<file path="src/rtl/capture_sequencer_pkg.sv">
// rtl/capture_sequencer_pkg.sv - capture FSM state type and ring pointer helpers
package capture_sequencer_pkg;

  typedef enum logic [2:0] {
    IDLE    = 3'd0,
    ARMING  = 3'd1,
    ARMED   = 3'd2,
    POST    = 3'd3,
    READOUT = 3'd4
  } cap_state_t;

  // Ring depth need not be a power of two, so wrap by compare rather than masking.
  function automatic int unsigned wrap_inc(input int unsigned a, input int unsigned depth);
    return (a == depth - 32'd1) ? 32'd0 : a + 32'd1;
  endfunction

  function automatic int unsigned wrap_sub(input int unsigned a, input int unsigned b,
                                           input int unsigned depth);
    return (a >= b) ? a - b : a + depth - b;
  endfunction

endpackage

</file>
<file path="src/rtl/capture_sequencer_if.sv">
// rtl/capture_sequencer_if.sv - sample input and window output streams of capture_sequencer
interface capture_sequencer_if #(
  parameter int DWIDTH = 14
);
  logic [DWIDTH-1:0] SAMPLE_IN;
  logic              SAMPLE_VALID;
  logic [DWIDTH-1:0] OUT_DATA;
  logic              OUT_VALID;
  logic              OUT_READY;
  logic              OUT_LAST;

  modport master (
    output SAMPLE_IN, SAMPLE_VALID, OUT_READY,
    input  OUT_DATA, OUT_VALID, OUT_LAST
  );

  modport slave (
    input  SAMPLE_IN, SAMPLE_VALID, OUT_READY,
    output OUT_DATA, OUT_VALID, OUT_LAST
  );
endinterface

</file>
<file path="src/rtl/capture_sequencer_ring.sv">
// rtl/capture_sequencer_ring.sv - simple dual-port sample RAM, sync write, registered read
module capture_sequencer_ring #(
  parameter int DEPTH = 16,
  parameter int AW    = 4,
  parameter int DW    = 14
) (
  input  logic          CLOCK,
  input  logic          wr_en,
  input  logic [AW-1:0] wr_addr,
  input  logic [DW-1:0] wr_data,
  input  logic          rd_en,
  input  logic [AW-1:0] rd_addr,
  output logic [DW-1:0] rd_data
);
  logic [DW-1:0] mem [DEPTH];

  always_ff @(posedge CLOCK) begin
    if (wr_en) mem[wr_addr] <= wr_data;
    if (rd_en) rd_data <= mem[rd_addr];
  end
endmodule

</file>
<file path="src/rtl/capture_sequencer.sv">
// rtl/capture_sequencer.sv - threshold trigger, pre/post window freeze and oldest-first readout
module capture_sequencer
  import capture_sequencer_pkg::*;
#(
  parameter int MAX_SAMPLES = 16,
  parameter int ADDR_BITS   = $clog2(MAX_SAMPLES),
  parameter int DWIDTH      = 14,
  parameter int PRE_SAMPLES = 4,
  parameter int CNT_BITS    = 16
) (
  input  logic                CLOCK,
  input  logic                RESET,
  capture_sequencer_if.slave  bus,
  input  logic [DWIDTH-1:0]   THRESHOLD,
  input  logic                ARM,
  input  logic                AUTO_REARM,
  output logic                DONE,
  output logic                BUSY,
  output logic [CNT_BITS-1:0] TRIG_COUNT,
  output logic [CNT_BITS-1:0] MISSED_COUNT
);
  localparam int POST_LEN = MAX_SAMPLES - PRE_SAMPLES;
  localparam int RD_CNT_W = ADDR_BITS + 1;

  cap_state_t state, state_nxt;

  logic [ADDR_BITS-1:0] wr_addr, trig_addr, rd_ptr, pre_cnt, post_cnt;
  logic [RD_CNT_W-1:0]  rd_cnt;
  logic [DWIDTH-1:0]    prev, ring_rdata, out_data;
  logic rd_pending, pending_last, out_valid, out_last;
  logic crossing, accept, last_acc, pre_full, post_full, rd_left;
  logic wr_en, rd_en, trigger, freeze, missed;

  assign crossing  = bus.SAMPLE_VALID && (bus.SAMPLE_IN >= THRESHOLD) && (prev < THRESHOLD);
  assign accept    = out_valid && bus.OUT_READY;
  assign last_acc  = accept && out_last;
  assign pre_full  = bus.SAMPLE_VALID && (pre_cnt == ADDR_BITS'(PRE_SAMPLES - 1));
  assign post_full = (post_cnt == ADDR_BITS'(POST_LEN));
  assign rd_left   = (rd_cnt != RD_CNT_W'(MAX_SAMPLES));

  always_ff @(posedge CLOCK) begin
    if (RESET) state <= IDLE;
    else       state <= state_nxt;
  end

  always_comb begin
    state_nxt = state;
    case (state)
      IDLE:    if (ARM) state_nxt = ARMING;
      ARMING:  if (!ARM) state_nxt = IDLE;
               else if (pre_full) state_nxt = ARMED;
      ARMED:   if (!ARM) state_nxt = IDLE;
               else if (crossing) state_nxt = POST;
      POST:    if (post_full) state_nxt = READOUT;
      READOUT: if (last_acc) state_nxt = (AUTO_REARM && ARM) ? ARMING : IDLE;
      default: state_nxt = IDLE;
    endcase
  end

  // A read issues only into an empty (or emptying) output register with nothing in flight.
  always_comb begin
    wr_en   = 1'b0;
    rd_en   = 1'b0;
    trigger = 1'b0;
    freeze  = 1'b0;
    missed  = 1'b0;
    case (state)
      ARMING: wr_en = bus.SAMPLE_VALID;
      ARMED: begin
        wr_en   = bus.SAMPLE_VALID;
        trigger = ARM && crossing;
      end
      POST: begin
        wr_en  = bus.SAMPLE_VALID && !post_full;
        freeze = post_full;
        missed = ARM && crossing;
      end
      READOUT: begin
        rd_en  = rd_left && !rd_pending && (!out_valid || accept);
        missed = ARM && crossing;
      end
      default: ;
    endcase
  end

  assign BUSY = (state != IDLE);

  always_ff @(posedge CLOCK) begin
    if (RESET) begin
      wr_addr      <= '0;
      trig_addr    <= '0;
      pre_cnt      <= '0;
      post_cnt     <= '0;
      prev         <= '0;
      TRIG_COUNT   <= '0;
      MISSED_COUNT <= '0;
    end else begin
      if (freeze)                prev <= '0;
      else if (bus.SAMPLE_VALID) prev <= bus.SAMPLE_IN;
      if (wr_en) wr_addr <= ADDR_BITS'(wrap_inc(32'(wr_addr), 32'(MAX_SAMPLES)));
      if (state != ARMING)         pre_cnt <= '0;
      else if (bus.SAMPLE_VALID)   pre_cnt <= pre_cnt + 1'b1;
      if (trigger)                        post_cnt <= ADDR_BITS'(1);
      else if (wr_en && state == POST)    post_cnt <= post_cnt + 1'b1;
      if (trigger) trig_addr <= wr_addr;
      if (trigger && TRIG_COUNT != '1)  TRIG_COUNT   <= TRIG_COUNT + 1'b1;
      if (missed && MISSED_COUNT != '1) MISSED_COUNT <= MISSED_COUNT + 1'b1;
    end
  end

  always_ff @(posedge CLOCK) begin
    if (RESET) begin
      rd_ptr       <= '0;
      rd_cnt       <= '0;
      rd_pending   <= 1'b0;
      pending_last <= 1'b0;
      out_valid    <= 1'b0;
      out_last     <= 1'b0;
      out_data     <= '0;
      DONE         <= 1'b0;
    end else begin
      DONE       <= last_acc;
      rd_pending <= rd_en;
      if (freeze) begin
        rd_ptr <= ADDR_BITS'(wrap_sub(32'(trig_addr), 32'(PRE_SAMPLES), 32'(MAX_SAMPLES)));
        rd_cnt <= '0;
      end else if (rd_en) begin
        rd_ptr       <= ADDR_BITS'(wrap_inc(32'(rd_ptr), 32'(MAX_SAMPLES)));
        rd_cnt       <= rd_cnt + 1'b1;
        pending_last <= (rd_cnt == RD_CNT_W'(MAX_SAMPLES - 1));
      end
      if (rd_pending) begin
        out_data  <= ring_rdata;
        out_valid <= 1'b1;
        out_last  <= pending_last;
      end else if (accept) begin
        out_valid <= 1'b0;
        out_last  <= 1'b0;
      end
    end
  end

  assign bus.OUT_DATA  = out_data;
  assign bus.OUT_VALID = out_valid;
  assign bus.OUT_LAST  = out_last;

  capture_sequencer_ring #(
    .DEPTH (MAX_SAMPLES),
    .AW    (ADDR_BITS),
    .DW    (DWIDTH)
  ) u_ring (
    .CLOCK   (CLOCK),
    .wr_en   (wr_en),
    .wr_addr (wr_addr),
    .wr_data (bus.SAMPLE_IN),
    .rd_en   (rd_en),
    .rd_addr (rd_ptr),
    .rd_data (ring_rdata)
  );
endmodule
</file>
<file path="src/flat_wrapper.sv">
// flat-port wrapper written by rule: the top's interface ports become plain ports
module capture_sequencer_flat import capture_sequencer_pkg::*;
#(
  parameter int MAX_SAMPLES = 16,
  parameter int ADDR_BITS   = $clog2(MAX_SAMPLES),
  parameter int DWIDTH      = 14,
  parameter int PRE_SAMPLES = 4,
  parameter int CNT_BITS    = 16
)
  (CLOCK, RESET, THRESHOLD, ARM, AUTO_REARM, DONE, BUSY, TRIG_COUNT, MISSED_COUNT, bus_SAMPLE_IN, bus_SAMPLE_VALID, bus_OUT_READY, bus_OUT_DATA, bus_OUT_VALID, bus_OUT_LAST);
  capture_sequencer_if #(.DWIDTH(DWIDTH)) bus_i ();
  input  logic CLOCK;
  input  logic RESET;
  input  logic [DWIDTH-1:0] THRESHOLD;
  input  logic ARM;
  input  logic AUTO_REARM;
  output logic DONE;
  output logic BUSY;
  output logic [CNT_BITS-1:0] TRIG_COUNT;
  output logic [CNT_BITS-1:0] MISSED_COUNT;
  input wire logic [$bits(bus_i.SAMPLE_IN)-1:0] bus_SAMPLE_IN;
  input wire logic [$bits(bus_i.SAMPLE_VALID)-1:0] bus_SAMPLE_VALID;
  input wire logic [$bits(bus_i.OUT_READY)-1:0] bus_OUT_READY;
  output wire logic [$bits(bus_i.OUT_DATA)-1:0] bus_OUT_DATA;
  output wire logic [$bits(bus_i.OUT_VALID)-1:0] bus_OUT_VALID;
  output wire logic [$bits(bus_i.OUT_LAST)-1:0] bus_OUT_LAST;
  assign bus_i.SAMPLE_IN = bus_SAMPLE_IN;
  assign bus_i.SAMPLE_VALID = bus_SAMPLE_VALID;
  assign bus_i.OUT_READY = bus_OUT_READY;
  assign bus_OUT_DATA = bus_i.OUT_DATA;
  assign bus_OUT_VALID = bus_i.OUT_VALID;
  assign bus_OUT_LAST = bus_i.OUT_LAST;
  capture_sequencer #(.MAX_SAMPLES(MAX_SAMPLES), .ADDR_BITS(ADDR_BITS), .DWIDTH(DWIDTH), .PRE_SAMPLES(PRE_SAMPLES), .CNT_BITS(CNT_BITS)) u_core (.CLOCK(CLOCK), .RESET(RESET), .bus(bus_i), .THRESHOLD(THRESHOLD), .ARM(ARM), .AUTO_REARM(AUTO_REARM), .DONE(DONE), .BUSY(BUSY), .TRIG_COUNT(TRIG_COUNT), .MISSED_COUNT(MISSED_COUNT));
endmodule
</file>
<file path="config.mk">
export PLATFORM = sky130hd
export DESIGN_NAME = capture_sequencer_flat
export DESIGN_NICKNAME = d
export VERILOG_FILES = /design/src/rtl/capture_sequencer_pkg.sv /design/src/rtl/capture_sequencer_if.sv /design/src/rtl/capture_sequencer_ring.sv /design/src/rtl/capture_sequencer.sv /design/src/flat_wrapper.sv
export SDC_FILE = /design/constraint.sdc
export NUM_CORES = 1
export LEC_CHECK = 0
export BUFFER_PORTS_ARGS = -buffer_cell sky130_fd_sc_hd__buf_4
export CORE_ASPECT_RATIO = 2
export CORE_UTILIZATION = 45
export CTS_CLUSTER_SIZE = 40
export DETAILED_ROUTE_END_ITERATION = 8
export PLACE_DENSITY = 0.62
export SLEW_MARGIN = 20
export SYNTH_ARGS = -nofsm -noshare
export SYNTH_HDL_FRONTEND = slang
export SYNTH_HIERARCHICAL = 1
export SYNTH_SLANG_ARGS = --single-unit
</file>
<file path="constraint.sdc">
create_clock -name CLOCK -period 3 [get_ports CLOCK]
set_input_delay 0.75 -clock CLOCK [delete_from_list [all_inputs] [get_ports CLOCK]]
set_output_delay 0.75 -clock CLOCK [all_outputs]
set_load 0.05 [all_outputs]
</file>
==> qor.yml <==
cells_and_area:
  fin_nets: 1142
  util_after_layout: 0.534
  antenna_cells_inserted: 0
  fillCellCount: 2484
  syn2layout_area_growth_pct: 17.0
  layoutNonFillerInstCount: 1462
  drive_gt1_frac: 0.242
  finalInstanceArea_mm2: 0.0161
routing:
  detailedRoute.firstPassIterationCount: 4
  remaining_drc_errors: 0
  route.detailed.vias_per_inst: 5.83
  detail-route-antenna-nets: 0
  wire_per_inst_um: 23.1
  vias: 8523
  detail_route.wirelength_um: 33800
  dr.first_iter.drc_count: 586
cts:
  clk_root_buffer_cell: "clkbuf_16"
  cts.htree.levels: 1
  clock_sink_count: 331
  cts_hold_buf: 0
  clock_tree_from_tritoncts: "yes"
  ctsLongestPathBuffers: 3
  worstSkewPairLatency_ns: 0.57
  clkTransAtPathRegs_ns: 0.07
  ctsResizeCount: 0
  post-cts-setup-buffers: 0
  numCtsBuffers: 29
pwr:
  peakVddDrop_v: 0.000438
  p_total_mw: 9.30
  p_leak_nw: 5.54
  pwr_density_cell_mw_per_mm2: 577
worst_setup_path:
  timing.critical_path.cells: "nand3b_1, a31oi_1, o21a_1, or3b_1, nor2_1, buf_4"
  cp_num_cells: 6
  rr_startpoint: "u_core/state[0]"
  cp.arrival_ns: 2.95
  crit_end: "u_core/u_ring/mem[2][6]"
  critical_path_required_ns: 3.28
  slowest_stage: "dfxtp_1"
  cp_num_buf_inv: 1
  crit_path_start_kind: "flop"
  critPathTopFamily: "simple AND/OR/NAND/NOR gates"
  worstSetupEndpointType: "flop"
  cpPeakStageDelay_ns: 0.48
  reg2reg_to: "u_core/u_ring/mem[2][6]"
  critical_path.startpoint: "u_core/state[0]"
  timing_worst_setup_path_type: "flop to flop"
  critPathMaxFanout: 9
  register_to_register_setup_slack_ns: 0.33
  reg2regPathDepth: 6
floorplan:
  floorplan.io_pins: 84
  die_x_um: 126
  chipHeight_um: 249
  design.die.area_mm2: 0.0314
  start_util: 0.457
  placeableCoreArea_mm2: 0.0302
  placementRows: 90
synth:
  ys_seq_elements: 331
  synth_sequential_area_ratio: 0.654
  synthArstFlopShare: 0
  ys.flop_type: "edfxtp_1"
  synth.largest_area_cell: "edfxtp_1"
  number_of_enable_flip_flop_cells_after_synthesis: 238
  synth-warning-count: 6
  mappedNetlistArea_mm2: 0.0138
  syn_inst: 940
  synthDominantCellAreaShare: 0.519
  yosys-top-cells-area: "edfxtp_1, dfxtp_1, mux4_2"
  postSynthAreaPerCell_um2: 14.7
  synth.net_count: 1011
  synthDistinctLibCells: 60
place:
  final_weighted_congestion_of_routability_driven_global_placement: 0.808
  placed_area_mm2: 0.0152
  placedCellCount: 1408
  dp_slack_ns: 0.0203
  dp_hpwl_um: 23700
  port-buffer-count: 83
global_route:
  grt_start_max_net_pins: 48
  grt_antenna_before_repair: 0
  grt_pass1_vias: 8499
  grt_use_total: 0.221
  grt_overflow: 0
  grt_first_pass_wirelength_um: 51100
timing:
  setup_ws_ns: 0.325
  fin_hold_ws_ns: 0.446
  max_slew_violation_count: 0
  setup-tns-final_ns: 0
  finalSetupViolCount: 0
  clock.fmax_mhz: 374
  finalHoldViolCount: 0
  setup_clock_skew_after_layout_ns: 0.0147
  relative_max_transition_margin: 0.490
  period_share: 0.892
  post-route-min-period_ns: 2.67
  worst-slew-pin-transition_ns: 0.764
  grt_setup_unrepaired: "false"
run_status:
  status: "finished clean"
worst_hold_path:
  worstHoldPathType: "input pin to flop"
run:
  drv.max_cap_violation_count: 0
[Yosys cell counts (2+ instances only)]
master      n
a211oi_1    3
a21o_1      2
a21oi_1    48
a221oi_1    2
a22oi_1    29
a31oi_1     6
and2_1      3
and3_1      5
and4_1      4
buf_1       4
buf_2      11
buf_4       2
buf_6       4
clkbuf_1   25
dfxtp_1    93
edfxtp_1  238
ha_1       37
inv_1      25
mux2_2      3
mux2i_1    36
mux4_2     56
nand2_1    46
nand2b_1    7
nand3_1    20
nand3b_1    7
nand4_1    17
nor2_1     80
nor2b_1     8
nor3_1     10
nor4_1      2
o21a_1      2
o21ai_0    17
o21ba_2     2
o31ai_1    20
or2_2       3
or3_1      11
or4_1      19
xnor2_1     5
xor2_1      7
[placed cells by master (no fill, tap or decap), types with 4 or more instances in the layout]
cell type / synthesis / layout
edfxtp_1: 238 / 238
buf_4: 2 / 142
dfxtp_1: 93 / 91
nor2_1: 80 / 79
mux4_2: 56 / 56
a21oi_1: 48 / 48
nand2_1: 46 / 46
ha_1: 37 / 37
mux2i_1: 36 / 36
clkbuf_16: 0 / 29
a22oi_1: 29 / 29
inv_1: 25 / 25
nand3_1: 20 / 20
o31ai_1: 20 / 20
or4_1: 19 / 19
nand4_1: 17 / 17
o21ai_0: 17 / 17
or3_1: 11 / 11
clkinv_1: 0 / 7
nor2b_1: 8 / 7
nand3b_1: 7 / 7
nand2b_1: 7 / 7
xor2_1: 7 / 7
a31oi_1: 6 / 6
nor3_1: 10 / 6
clkbuf_1: 25 / 5
clkinv_2: 0 / 5
xnor2_1: 5 / 5
and3_1: 5 / 5
and4_1: 4 / 4
buf_12: 0 / 4
nor3_2: 0 / 4
[worst register-to-register path, delay by kind of cell, from the launching register on]
family,cells,cell delay (ns)
compound gates,2,0.50
buf+inv,1,0.29
flops,1,0.48
simple gates,3,1.12
[final cells by class]
type / instances / area, µm² / area share
tap: 368 / 460 / 0.0286
clock buffer: 35 / 758 / 0.0470
clock inverter: 19 / 160 / 0.00993
sequential: 331 / 9010 / 0.559
multi-input combinational: 538 / 4490 / 0.279
timing repair buffer: 146 / 1150 / 0.0711
inverter: 25 / 93.8 / 0.00582
[cells by family (layout without fill, tap and decap cells)]
logic type               Yosys count  count (layout)  share of synthesized area
AND/OR/NAND/NOR                  249             249                     0.0927
buffers and inverters             71             225                     0.0231
flip-flops                       331             331                      0.654
XOR/XNOR                          12              12                    0.00763
multiplexers                      95              95                      0.120
adder cells (fa/ha/maj)           37              37                     0.0336
AO/OA/AOI/OAI                    145             145                     0.0689
[registers in the layout, summed over array words and instances (netlist names), 3 cells and up]
register	cells
u_core/MISSED_COUNT	16
u_core/TRIG_COUNT	16
u_core/bus.OUT_DATA	14
u_core/post_cnt	4
u_core/pre_cnt	4
u_core/prev	14
u_core/rd_cnt	5
u_core/rd_ptr	4
u_core/state	3
u_core/trig_addr	4
u_core/u_ring/mem	224
u_core/u_ring/rd_data	14
u_core/wr_addr	4
[where the power goes]
part / switching, mW / internal (mW) / leakage, nW / total, mW
Sequential: 0.0512 / 4.96 / 2.89 / 5.01
Combinational: 0.390 / 0.262 / 2.20 / 0.652
Clock: 1.66 / 1.98 / 0.444 / 3.64
Total: 2.10 / 7.21 / 5.54 / 9.30
[per-layer routing]
metal | vias up | GRT usage | wire length, µm
met5 | - | 0 | 0
met4 | 0 | 0.0979 | 1340
met3 | 58 | 0.0191 | 1190
met2 | 224 | 0.437 | 19500
met1 | 4317 | 0.232 | 11800
li1 | 3924 | - | -
[worst min path at each step]
stage,endpoint,from,cells past startpoint,slack [ns]
final,u_core/u_ring/mem[0][11],bus_SAMPLE_IN[11],1,0.45
after global routing,u_core/u_ring/mem[0][11],bus_SAMPLE_IN[11],1,0.44
after CTS,u_core/u_ring/mem[0][11],bus_SAMPLE_IN[11],1,0.44
after detailed placement,u_core/bus.OUT_LAST,u_core/pending_last,2,0.46
after global placement,u_core/bus.OUT_LAST,u_core/pending_last,2,0.45
after floorplan,u_core/bus.OUT_LAST,u_core/pending_last,2,0.44
No activity file was read; power rests on OpenSTA's default activity.
